## config.mk

```make
export PLATFORM = sky130hd
export DESIGN_NAME = sqrt_req
export DESIGN_NICKNAME = d
export VERILOG_FILES = /design/src/rtl/sqrt_req.sv
export SDC_FILE = /design/constraint.sdc
export NUM_CORES = 1
export LEC_CHECK = 0
export CAP_MARGIN = 40
export CORE_ASPECT_RATIO = 0.7
export CORE_MARGIN = 4
export CORE_UTILIZATION = 45
export CTS_BUF_LIST = sky130_fd_sc_hd__clkbuf_4 sky130_fd_sc_hd__clkbuf_8
export DETAILED_ROUTE_END_ITERATION = 8
export GPL_TIMING_DRIVEN = 0
export PLACE_DENSITY = 0.72
export REMOVE_ABC_BUFFERS = 1
export SYNTH_ARGS = -nofsm -noshare
export SYNTH_HDL_FRONTEND = slang
export SYNTH_SLANG_ARGS = --single-unit
```

## constraint.sdc

```tcl
create_clock -name clk -period 2.25 [get_ports clk]
set_input_delay 0.45 -clock clk [delete_from_list [all_inputs] [get_ports clk]]
set_output_delay 0.45 -clock clk [all_outputs]
set_load 0.02 [all_outputs]
```

## src/rtl/sqrt_req.sv

```systemverilog
// sqrt_req: turns an operand stream into square-root table lookups.
// Each operand becomes a memory address. Credits limit the number of requests
// in flight, and the memory responses are buffered in a FIFO so that results
// leave in the same order the operands arrived.
//
// Ports:
//   clk, rst                          clock, synchronous active-low reset
//   in_valid/in_ready/in_data         operand stream (W_IN)
//   addr1_valid/addr1_ready/addr1_data  memory read request (W_ADDR)
//   data1_valid/data1_ready/data1     memory read response (W_DATA)
//   out_valid/out_ready/out_data      result stream (W_DATA)
//   busy                              any request held, in flight or buffered
//
// Build option: SQRT_REQ_CLAMP_EN. When defined, an operand too large for the
// address space clamps to the top address. When undefined, the operand is
// truncated to its low address bits.
module sqrt_req #(
  parameter int unsigned W_DATA    = 16,
  parameter int unsigned W_ADDR    = 8,
  parameter int unsigned W_IN      = 12,
  parameter int unsigned MAX_OUTST = 4
) (
  input  logic              clk,
  input  logic              rst,
  input  logic              in_valid,
  output logic              in_ready,
  input  logic [W_IN-1:0]   in_data,
  output logic              addr1_valid,
  input  logic              addr1_ready,
  output logic [W_ADDR-1:0] addr1_data,
  input  logic              data1_valid,
  output logic              data1_ready,
  input  logic [W_DATA-1:0] data1,
  output logic              out_valid,
  input  logic              out_ready,
  output logic [W_DATA-1:0] out_data,
  output logic              busy
);

  localparam int unsigned AW = $clog2(MAX_OUTST);
  localparam int unsigned CW = AW + 1;

  logic              run_q;
  logic              stg_full_q;
  logic [W_ADDR-1:0] stg_addr_q;
  logic [CW-1:0]     cnt_q;
  logic [AW:0]       wr_ptr_q;
  logic [AW:0]       rd_ptr_q;
  logic [W_DATA-1:0] mem_q [MAX_OUTST];

  logic [W_ADDR-1:0] addr_c;
  logic              in_fire;
  logic              addr_fire;
  logic              wr_en;
  logic              rd_en;
  logic              fifo_empty;
  logic              fifo_full;

  // Operand to address mapping
`ifdef SQRT_REQ_CLAMP_EN
  always_comb begin
    addr_c = in_data[W_ADDR-1:0];
    if ((in_data >> W_ADDR) != '0) addr_c = '1;
  end
`else
  logic unused_in_hi;
  assign unused_in_hi = ^in_data;
  assign addr_c       = in_data[W_ADDR-1:0];
`endif

  // Handshakes. A request is only offered while a credit is free.
  assign addr1_valid = stg_full_q && (cnt_q < CW'(MAX_OUTST));
  assign addr_fire   = addr1_valid && addr1_ready;
  assign in_ready    = run_q && (!stg_full_q || addr_fire);
  assign in_fire     = in_valid && in_ready;
  assign addr1_data  = stg_addr_q;

  // The credits guarantee FIFO space, so the response side never stalls.
  assign data1_ready = run_q;
  assign wr_en       = data1_valid && data1_ready;
  assign fifo_empty  = (wr_ptr_q == rd_ptr_q);
  assign fifo_full   = (wr_ptr_q ^ rd_ptr_q) == {1'b1, {AW{1'b0}}};
  assign out_valid   = !fifo_empty;
  assign out_data    = mem_q[rd_ptr_q[AW-1:0]];
  assign rd_en       = out_valid && out_ready;

  assign busy = stg_full_q || (cnt_q != '0);

  // Ready enable: low throughout reset, high from the first edge out of reset
  always_ff @(posedge clk) begin
    run_q <= rst;
  end

  // Address stage register
  always_ff @(posedge clk) begin
    if (!rst) begin
      stg_full_q <= 1'b0;
      stg_addr_q <= '0;
    end else if (in_fire) begin
      stg_full_q <= 1'b1;
      stg_addr_q <= addr_c;
    end else if (addr_fire) begin
      stg_full_q <= 1'b0;
    end
  end

  // Credit counter: one credit per request, returned when its result leaves
  always_ff @(posedge clk) begin
    if (!rst) begin
      cnt_q <= '0;
    end else begin
      case ({addr_fire, rd_en})
        2'b10:   cnt_q <= cnt_q + CW'(1);
        2'b01:   cnt_q <= cnt_q - CW'(1);
        default: cnt_q <= cnt_q;
      endcase
    end
  end

  // Response FIFO. The storage is cleared so that out_data reads 0 after reset.
  always_ff @(posedge clk) begin
    if (!rst) begin
      wr_ptr_q <= '0;
      rd_ptr_q <= '0;
      for (int i = 0; i < int'(MAX_OUTST); i++) mem_q[i] <= '0;
    end else begin
      if (wr_en) begin
        mem_q[wr_ptr_q[AW-1:0]] <= data1;
        wr_ptr_q                <= wr_ptr_q + (AW+1)'(1);
      end
      if (rd_en) rd_ptr_q <= rd_ptr_q + (AW+1)'(1);
    end
  end

  a_no_overflow: assert property (@(posedge clk) disable iff (!rst) !(wr_en && fifo_full));

endmodule

```

# After elaboration in Yosys (flattened, before gate mapping)
# Memory sizes are Yosys's and may differ from the RTL's. A register that Yosys moved wholly into a read port is not among the register bits.
# Cells that the tools add are included.
[classes]
addsub = 4
magnitude_cmp = 1
eq_ne = 3
mux = 12
n_reduce_logical = 14
[ops]
columns = ["cell", "n"]
rows = [
  ["2-to-1 mux 16 bit", 1],
  ["OR reduction 16 bit", 1],
  ["adder 3 x 1 -> 3 bit, second input constant", 3],
  ["2-to-1 mux 1 bit", 7],
  ["logical AND 1 bit", 6],
  ["2-to-1 mux 2 bit", 3],
  ["one-hot mux 3 bit (2 select lines)", 1],
  ["nonzero test 2 bit", 2],
  ["== test 3 bit", 1],
  ["< comparator 3 bit, second input constant", 1],
  ["nonzero test 3 bit", 1],
  ["subtractor 3 x 1 -> 3 bit, second input constant", 1],
  ["== test 2 x 1 -> 1 bit, second input constant", 1],
  ["== test 2 bit, second input constant", 1],
  ["logical NOT 1 bit", 2],
  ["logical OR 1 bit", 2],
]
[totals]
ff_bits = 19
ramBits = 64
in_bits = 34
out_inout_bits = 29
word_cells = 41
n_memories = 1
[memory_table]
columns = ["name", "words", "word_bits", "read_ports", "rd_clocked_by_memory_dff", "wr", "line", "rtl"]
rows = [
  ["mem_q", 4, 16, 1, 1, 4, "49", "logic [W_DATA-1:0] mem_q [MAX_OUTST];"],
]

# Logic depth before layout (Yosys ltp)
[logic_depth]
ltp_word = 7
depth_mapped = 10
ltp_nobuf = 9

# Least setup slack after synthesis
# Ideal clock, no wire load.
[synth_timing]
kind = "reg2reg"
start = "register run_q (netlist: data1_ready)"
end = "memory mem_q[3][0] (enable)"
setup_ns = 0.411
arrival_time_ns = 1.892
t_required_ns = 1.839
slack_ns = -0.053
stages_incl_launch_ff = 3
path_buffers = 0
synth_period_minus_slack_ns = 2.303
path_cell_list = "dfxtp_1 > nand2_1 > o21ai_0"
[synth_rtl]
columns = ["item", "line", "rtl"]
rows = [
  ["start, declared", "43", "logic run_q;"],
  ["start signal, assigned", "91", "run_q <= rst;"],
  ["end, declared", "49", ""],
]

==> flow_summary_export.csv <==
group,metric,value,unit
cts,clock-sinks,85,
timing,hold_slack,459,ps
grt,grt_max_degree,21,
timing,layout_setup_ws,75.1,ps
worst_setup_path,crit_top_cell,"buf_8",
timing,tightest_slew,623,ps
placement,place_ws,-1010,ps
placement,gpl.final_weighted_congestion,0.778,
timing,clock.fmax,460,MHz
worst_setup_path,cp_num_buf_inv,3,
timing,setup_viol,0,
worst_setup_path,critPathCaptureType,"register",
die,dieHeight,85.0,microns
power_and_ir_drop,power_density,843,mW/mm^2
yosys,synthCells,276,
grt,grt_pass1_wl,12.6,mm
worst_setup_path,worstPathArrival,2240,ps
timing,finClkSkew,10.4,ps
final_layout,diodes,0,
worst_setup_path,critPathRequiredTime,2320,ps
yosys,ys_seq_area_share,61.5,%
timing,layout_min_cycle_time,2170,ps
worst_setup_path,path_class,"in2reg",
cts,cts_tree,"done",
worst_setup_path,path_cells,"clkdlybuf4s50_1, buf_8, nand3_2, nor3b_4, nand2b_2, buf_8",
die,dieWidth,118,microns
yosys,ys_seq_elements,85,
yosys,syn_area_per_cell,13.8,sq um
route,ant_nets,0,
placement,dp_hpwl,5.36,mm
route,drt_pre_antenna_iters,4,
grt,grt_usage,16.6,%
worst_setup_path,start_kind,"primary input",
timing,final_max_slew_viol_count,0,
worst_setup_path,cp_max_fo,20,
cts,cts-buffers-inserted,9,
route,viasPerCell,5.16,
yosys,synth_area,0.00381,sq mm
placement,portBuffers,58,
power_and_ir_drop,leakagePower,1.86,nW
worst_hold_path,hp-class,"reg2reg",
power_and_ir_drop,ir_drop,0.482,mV
cts,clock_latency,360,ps
yosys,yosys_warnings,0,
grt,antenna_found_initial,0,
route,route.detailed.drc,0,
route,drtIter0Drc,162,
die,die_area,0.0100,sq mm
die,io_pins,63,
die,initial_core_util,47.4,%
grt,grt_pass1_vias,2460,
timing,timing.slew.headroom,58.3,%
cts,clockBufferDepth,2,
job,maxCapViolCount,0,
worst_setup_path,max_stage_delay,670,ps
cts,htree_levels,3,
die,core,0.00804,sq mm
grt,grt.overflow.total,0,
worst_setup_path,path_delay_family,"buffers and inverters",
route,vias,2347,
cts,clockRootBuffer,"clkbuf_8",
timing,finalHoldViolations,0,
timing,rsz0062_at_grt,"yes",
worst_setup_path,crit_slowest_cell,"clkdlybuf4s50_1",
final_layout,area_delta_synth_final,28.7,%
route,drt_wl_total,7.88,mm
final_layout,drive_gt1_share,22.0,%
route,wl_per_cell,17.3,microns
cts,cts.clk_slew.worst_paths,70,ps
status,outcome,"finished clean",
timing,min_period_over_period,96.7,%
final_layout,num-nets-final,387,
yosys,synth_cell_types,40,
die,row_count,27,
==> power breakdown <==
group / switching, W / internal (W) / leakage, nW
clock: 0.000506 / 0.000592 / 0.108
combinational: 0.000541 / 0.000603 / 0.908
sequential: 0.0000957 / 0.00180 / 0.843
total: 0.00114 / 0.00299 / 1.86
==> synthesized netlist by cell type (all sizes together) <==
cell	instances	area share (%)
a211o	2	0.46
a211oi	1	0.20
a21oi	8	1.1
a41oi	1	0.23
and2	65	11
and3	1	0.16
buf	9	1.4
clkbuf	4	0.43
dfxtp	21	11
edfxtp	64	50
fa	1	0.53
ha	3	0.99
inv	6	0.59
mux2i	8	2.1
mux4	16	9.5
nand2	24	2.4
nand2b	4	0.66
nand3	4	0.66
nand3b	2	0.39
nand4	1	0.16
nand4b	1	0.23
nor2	8	0.79
nor2b	1	0.16
nor3	1	0.26
nor3b	2	0.66
nor4b	1	0.23
o211ai	1	0.20
o21ai	4	0.53
or3	1	0.16
or4	2	0.39
xnor2	3	0.89
xor2	6	1.4
==> routing by layer <==
layer / vias to the layer above / track usage, % / part of all wire (%)
met3: 9 / 7.46 / 5.4
met2: 49 / 28.2 / 51
met5: - / 0 / 0
met4: 0 / 3.83 / 0.93
li1: 1138 / - / -
met1: 1151 / 19.5 / 43
==> metrics by stage <==
stage / area, sq um / TNS (ps) / instances / total power [W] / utilization (%)
floorplan: 3740 / -844 / 263 / 0.00253 / -
global placement: 4450 / -154460 / 422 / 0.00294 / 55.3
detailed placement: 4570 / -48290 / 431 / 0.00305 / 56.9
CTS: 4860 / -13.2 / 452 / 0.00414 / 60.4
global route: 4900 / -61.9 / 455 / 0.00434 / 61.0
finish: 4900 / 0 / 455 / 0.00413 / 61.0
==> registers in the layout, indices dropped and copies added, names as in the netlist, named ones only <==
signal	cells
mem_q	64
addr1_data	8
cnt_q	3
rd_ptr_q	3
wr_ptr_q	3
data1_ready	1
stg_full_q	1
==> cells in the final DEF, fill, tap and decap left out, drive strengths merged, types with 6 or more instances in the layout <==
cell and instances:
buf 20, nor2 8, clkdlybuf4s15 8, and2 65, xor2 6, mux2i 8, edfxtp 64, clkdlybuf4s50 38
mux4 16, inv 6, a21oi 8, nand2 24, dlygate4sd2 7, clkbuf 14, dfxtp 21
==> worst register-to-register path, stage by stage, from the launching register on <==
cell     delay (ps)
dfxtp_1         420
xor2_2          220
nor2_2           90
a21oi_1         140
ha_1            190
inv_1            60
fa_1            380
xor2_1          160
or3_1           300
a21oi_1         140
==> logic make-up (layout without fill, tap and decap cells) <==
group           count (synthesis)  count (layout)  share of synthesized area (%)
buf+inv                        19              97                           2.43
mux                            24              24                           11.6
xor+xnor                        9               9                           2.27
fa+ha+maj                       4               4                           1.51
compound gates                 17              17                           2.76
flops                          85              85                           61.5
simple gates                  118             118                           18.0
==> final cells by class <==
| type | instances | area, sq um |
|---|---|---|
| fillers | 637 | 3140 |
| inverters | 6 | 22.5 |
| clock buffers | 14 | 168 |
| repair buffers | 75 | 767 |
| well taps | 101 | 126 |
| clock inverters | 2 | 35.0 |
| flip-flops and latches | 85 | 2360 |
| multi-input cells | 172 | 1430 |
==> what timing repair did <==
action                                  CTS  global route
cloned                                    0             0
endpoints found under the setup margin   64            24
buffers inserted                          5             3
pin swaps                                 3             0
resized for setup                        59             3
hold buffers                              0             0
==> worst paths after layout <==
| check | startpoint | to | slack, ps | cells after the start |
|---|---|---|---|---|
| setup / recovery | rst | mem_q[1][0]$_SDFFCE_PN0P_ | 80 | 6 |
| hold / removal | addr1_data[7]$_SDFFE_PN0P_ | addr1_data[7]$_SDFFE_PN0P_ | 460 | 2 |
| setup reg to reg | wr_ptr_q[2]$_SDFFE_PN0P_ | cnt_q[2]$_SDFFE_PN0P_ | 90 | 9 |
| hold reg to reg | addr1_data[7]$_SDFFE_PN0P_ | addr1_data[7]$_SDFFE_PN0P_ | 460 | 2 |
Power figures use the tool's default switching activity.
